### src/rtl/booth_pkg.sv
// Shared types and constants for the radix-4 Booth multiplier.
// Digit codes are packed as {neg, one, two} select bits.
package booth_pkg;

  typedef enum logic [1:0] {
    IDLE = 2'd0,
    CALC = 2'd1,
    DONE = 2'd2
  } state_t;

  localparam logic [2:0] ZERO = 3'b000;
  localparam logic [2:0] P1   = 3'b010;
  localparam logic [2:0] P2   = 3'b001;
  localparam logic [2:0] M1   = 3'b110;
  localparam logic [2:0] M2   = 3'b101;

  function automatic int ndig(input int width);
    return width / 2 + 1;
  endfunction

endpackage

### src/rtl/booth_r4_encoder.sv
// Modified-Booth recoder: maps one overlapping multiplier triplet to
// negate / select-one / select-two controls for the partial product.
module booth_r4_encoder
  import booth_pkg::*;
(
  input  logic [2:0] i_triplet,
  output logic       o_neg,
  output logic       o_one,
  output logic       o_two
);

  logic [2:0] w_code;

  always_comb begin
    w_code = ZERO;
    case (i_triplet)
      3'b001, 3'b010: w_code = P1;
      3'b011:         w_code = P2;
      3'b100:         w_code = M2;
      3'b101, 3'b110: w_code = M1;
      default:        w_code = ZERO;
    endcase
  end

  assign {o_neg, o_one, o_two} = w_code;

endmodule

### src/rtl/booth_r4_seq_mult.sv
// Iterative radix-4 Booth multiplier, one recoded digit per clock,
// signed or unsigned per transaction, valid/ready on both sides.
module booth_r4_seq_mult
  import booth_pkg::*;
#(
  parameter int WIDTH = 8
) (
  input  logic               clock,
  input  logic               reset,
  input  logic               in_valid,
  output logic               in_ready,
  input  logic               in_signed,
  input  logic [WIDTH-1:0]   in_a,
  input  logic [WIDTH-1:0]   in_b,
  output logic               out_valid,
  input  logic               out_ready,
  output logic [2*WIDTH-1:0] out_p
);

  localparam int NDIG = ndig(WIDTH);
  localparam int AW   = 2 * WIDTH + 2;
  localparam int BW   = WIDTH + 3;
  localparam int CW   = $clog2(NDIG);

  state_t        r_state;
  state_t        w_state_next;
  logic [CW-1:0] r_cnt;
  logic [AW-1:0] r_acc;
  // Multiplicand pre-shifted by 2k each digit, so no barrel shifter is needed.
  logic [AW-1:0] r_a;
  // Multiplier with the implicit b[-1]=0 appended; shifted right by 2 each digit.
  logic [BW-1:0] r_b;

  logic          w_neg;
  logic          w_one;
  logic          w_two;
  logic [AW-1:0] w_mag;
  logic [AW-1:0] w_pp;
  logic          w_last;

  booth_r4_encoder u_enc (
    .i_triplet (r_b[2:0]),
    .o_neg     (w_neg),
    .o_one     (w_one),
    .o_two     (w_two)
  );

  assign w_last = (r_cnt == CW'(NDIG - 1));

  always_comb begin
    w_mag = '0;
    if (w_two)      w_mag = r_a << 1;
    else if (w_one) w_mag = r_a;
    w_pp = w_neg ? (~w_mag + AW'(1)) : w_mag;
  end

  always_comb begin
    w_state_next = r_state;
    in_ready     = 1'b0;
    out_valid    = 1'b0;
    case (r_state)
      IDLE: begin
        in_ready = 1'b1;
        if (in_valid) w_state_next = CALC;
      end
      CALC: begin
        if (w_last) w_state_next = DONE;
      end
      DONE: begin
        out_valid = 1'b1;
        if (out_ready) w_state_next = IDLE;
      end
      default: w_state_next = IDLE;
    endcase
  end

  always_ff @(posedge clock) begin
    if (reset) begin
      r_state <= IDLE;
      r_cnt   <= '0;
      r_acc   <= '0;
      r_a     <= '0;
      r_b     <= '0;
    end else begin
      r_state <= w_state_next;
      case (r_state)
        IDLE: begin
          if (in_valid) begin
            r_a   <= {{(AW - WIDTH){in_signed & in_a[WIDTH-1]}}, in_a};
            r_b   <= {{2{in_signed & in_b[WIDTH-1]}}, in_b, 1'b0};
            r_acc <= '0;
            r_cnt <= '0;
          end
        end
        CALC: begin
          r_acc <= r_acc + w_pp;
          r_a   <= r_a << 2;
          r_b   <= r_b >> 2;
          r_cnt <= r_cnt + CW'(1);
        end
        default: ;
      endcase
    end
  end

  // Top two accumulator bits are only sign/carry extension and are dropped.
  assign out_p = (r_state == DONE) ? r_acc[2*WIDTH-1:0] : '0;

endmodule
### config.mk
export PLATFORM = sky130hd
export DESIGN_NAME = booth_r4_seq_mult
export DESIGN_NICKNAME = d
export VERILOG_FILES = /design/src/rtl/booth_pkg.sv /design/src/rtl/booth_r4_encoder.sv /design/src/rtl/booth_r4_seq_mult.sv
export SDC_FILE = /design/constraint.sdc
export NUM_CORES = 1
export LEC_CHECK = 0
export ABC_AREA = 1
export BUFFER_PORTS_ARGS = -buffer_cell sky130_fd_sc_hd__buf_2
export CAP_MARGIN = 15
export CORE_ASPECT_RATIO = 0.75
export CORE_MARGIN = 5
export CORE_UTILIZATION = 40
export CTS_CLUSTER_SIZE = 8
export DETAILED_ROUTE_END_ITERATION = 8
export PLACE_DENSITY_LB_ADDON = 0.08
export SYNTH_ARGS = -nofsm -noshare
export SYNTH_HDL_FRONTEND = slang
export SYNTH_SLANG_ARGS = --single-unit
### constraint.sdc
create_clock -name clock -period 3.4 [get_ports clock]
set_clock_uncertainty 0.2 [all_clocks]
set_input_delay 0.68 -clock clock [delete_from_list [all_inputs] [get_ports clock]]
set_output_delay 0.68 -clock clock [all_outputs]
set_load 0.05 [all_outputs]
==> run_results.csv <==
group,metric,value,unit
critical_path,critPathCaptureType,"flip-flop",
logic_synthesis,synth_seq_cells,47,
logic_synthesis,ys_types,38,
grt,grt_pass1_vias,3216,
route,route.detailed.drc,0,
job,maxCapViolCount,0,
logic_synthesis,synth_cells,530,
clocking,ctsHtreeMaxLevel,2,
logic_synthesis,ys_warn_count,0,
logic_synthesis,synth.top_cell.area_share,27.4,%
grt,overflow,0,
route,viasPerCell,4.93,
grt,groute.usage.overall,17.8,%
clocking,cts_tree,"done",
die,rows,29,
timing,rsz0062_at_grt,"true",
place,pre_cts_ws,-77.3,ps
critical_path,crit_type,"flip-flop to flip-flop",
die,num_io_pins,39,
critical_path,worst-endpoint-required,3370,ps
grt,grt_pass1_wl,15400,um
final_layout,num-fill-cells,854,
place,gp_congestion,0.947,
pwr,power_density,343,mW/mm^2
die,fp.coreArea,0.00842,mm^2
timing,worst_pin_slew,640,ps
worst_hold_path,worstHoldPathType,"flip-flop to flip-flop",
route,postRouteAntennaNets,0,
final_layout,multi_input_area,0.00240,mm^2
clocking,clock_latency,290,ps
final_layout,area_growth,25.5,%
timing,fmax,308,MHz
clocking,cts_made_buffers,5,
timing,finalHoldViolCount,0,
logic_synthesis,yosys.area.top_type,"dfxtp_1",
clocking,cts_buffer_depth,2,
logic_synthesis,syn_area,0.00344,mm^2
critical_path,worstSetupStartpointType,"flip-flop",
timing,fin_crit,3250,ps
logic_synthesis,syn_nets,573,
timing,setup_violations,0,
route,drt_iter0_drc,164,
timing,post-route-period-util,95.6,%
route,num_vias,3399,
critical_path,cp.arrival,3220,ps
die,die_area,0.0106,mm^2
die,start_util,40.9,%
final_layout,diodes,0,
route,drtPass1Iterations,4,
logic_synthesis,avgSynthCellArea,6.49,um^2
die,chipHeight,90.3,um
grt,grt_max_degree,44,
timing,fin_setup_tns,0,ps
logic_synthesis,netlist_top_cells_area,"dfxtp_1, nand2_1, a21oi_1, inv_1, ha_1",
grt,antenna_found_initial,0,
die,die_x,117,um
place,io_buffers,38,
route,wl_per_cell,13.5,um
timing,slew_headroom,57.3,%
clocking,cts-root-buf,"clkbuf_16",
final_layout,seq_area,950,um^2
timing,drv_slew,0,
pwr,vdd_drop_max,0.220,mV
worst_hold_path,holdPathStages,2,
clocking,cts_sinks,47,
pwr,power_leakage,2.09,nW
status,status,"finished, final reports clean",
route,drt-total-wl,9310,um
final_layout,finalNetCount,624,
place,dpl.hpwl,6890,um
clocking,ctsHoldBuffers,0,
clocking,clk_pin_slew,70,ps
final_layout,drive_gt1_share,27.3,%
timing,fin_ws,150,ps
logic_synthesis,ys_seq_area_share,27.4,%
critical_path,path_max_fanout,4,
critical_path,reg2reg_depth,23,
[power by group]
group          internal (W)  switching [W]  leakage, nW
Sequential         0.000580      0.0000345        0.385
Combinational      0.000139       0.000224         1.64
Clock              0.000276       0.000227       0.0675
Total              0.000995       0.000486         2.09
[synth_stat cells, drive strengths merged]
| cell | n |
|---|---|
| o31ai | 1 |
| o221ai | 6 |
| a21boi | 2 |
| clkbuf | 16 |
| xor2 | 9 |
| buf | 4 |
| ha | 21 |
| fa | 1 |
| or2 | 8 |
| o211ai | 3 |
| o21ai | 23 |
| a21oi | 59 |
| nor2 | 49 |
| xnor2 | 5 |
| nand2 | 144 |
| a31oi | 5 |
| inv | 73 |
| clkinv | 3 |
| o21a | 3 |
| dfxtp | 47 |
| o22ai | 1 |
| and2 | 1 |
| nor3 | 2 |
| nand4 | 2 |
| a21o | 3 |
| nand3 | 39 |
[final timing paths]
kind / endpoint / slack, ps / startpoint
min: r_b[9] / 260 / r_b[9]
max reg2reg: r_acc[13] / 150 / r_b[1]
min reg2reg: r_b[9] / 260 / r_b[9]
max: r_acc[13] / 150 / r_b[1]
[cells in the final DEF, fill, tap and decap left out, drive strengths merged, types with 2 or more instances in the layout]
cell type  netlist  layout
a21oi           59      59
o211ai           3       3
clkbuf          16       6
buf              4      64
a21boi           2       2
or2              8       8
o21ai           23      23
inv             73      75
o221ai           6       6
xor2             9       9
nand2          144     144
clkinv           3       2
dfxtp           47      47
nand3           39      39
nor3             2       2
o21a             3       3
nor2            49      49
nand4            2       2
a31oi            5       5
ha              21      21
a21o             3       3
xnor2            5       5
[sequential cells by signal, summed over array words and instances (netlist names)]
name     flops
r_b         10
r_acc       16
r_a         16
r_state      2
r_cnt        3
[cell type report]
class,count,share of cell area [%]
clock buffers,6,2.99
clock inverters,2,0.377
inverters,76,6.67
multi-input cells,387,55.6
flip-flops and latches,47,22.0
well taps,108,3.13
repair buffers,64,9.19
[repair_timing]
| action | CTS | global route |
|---|---|---|
| setup endpoints to repair | 3 | 9 |
| buffers inserted | 0 | 2 |
| gates resized for setup | 4 | 67 |
| pin swaps | 0 | 15 |
| gates cloned | 0 | 0 |
[routing by layer]
metal / up-vias / track usage, % / routed length [um]
met1: 1502 / 26.9 / 4620
li1: 1809 / - / -
met5: - / 0 / 0
met3: 8 / 3.28 / 471
met2: 80 / 26.5 / 4120
met4: 0 / 3.25 / 97
[per-stage QoR]
step	utilization [%]	total power (W)	area, um^2	instances	hold WS [ps]
CTS	47.6	0.00145	4000	688	268
global route	51.3	0.00157	4320	690	308
detailed placement	45.8	0.000946	3850	680	258
floorplan	-	0.000851	3440	530	241
finish	51.3	0.00148	4320	690	264
global placement	45.8	0.000943	3850	680	255
[critical path, stage by stage, from the launching register on]
cell and delay (ps):
dfxtp_4 380, nand2_4 90, inv_4 40, nor2_4 130, inv_2 70, o21ai_2 140, inv_2 70, ha_4 170
nand2_4 80, nor2_4 40, nand3_2 80, nand2_2 90, nand2_2 80, xor2_2 140, inv_2 90, ha_4 220
a21oi_2 160, a21boi_4 210, nand3_2 100, nand3_2 70, nand2_1 60, or2_2 270, nand3_1 70, a21oi_1 70
[logic make-up after synthesis]
group | count (synthesis) | synth area share (%)
flip-flops | 47 | 27.4
XOR/XNOR | 14 | 3.57
AO/OA/AOI/OAI | 106 | 17.5
buffers and inverters | 96 | 11.0
adder cells (fa/ha/maj) | 22 | 8.22
AND/OR/NAND/NOR | 245 | 32.4
(Power assumes the default switching activity.)
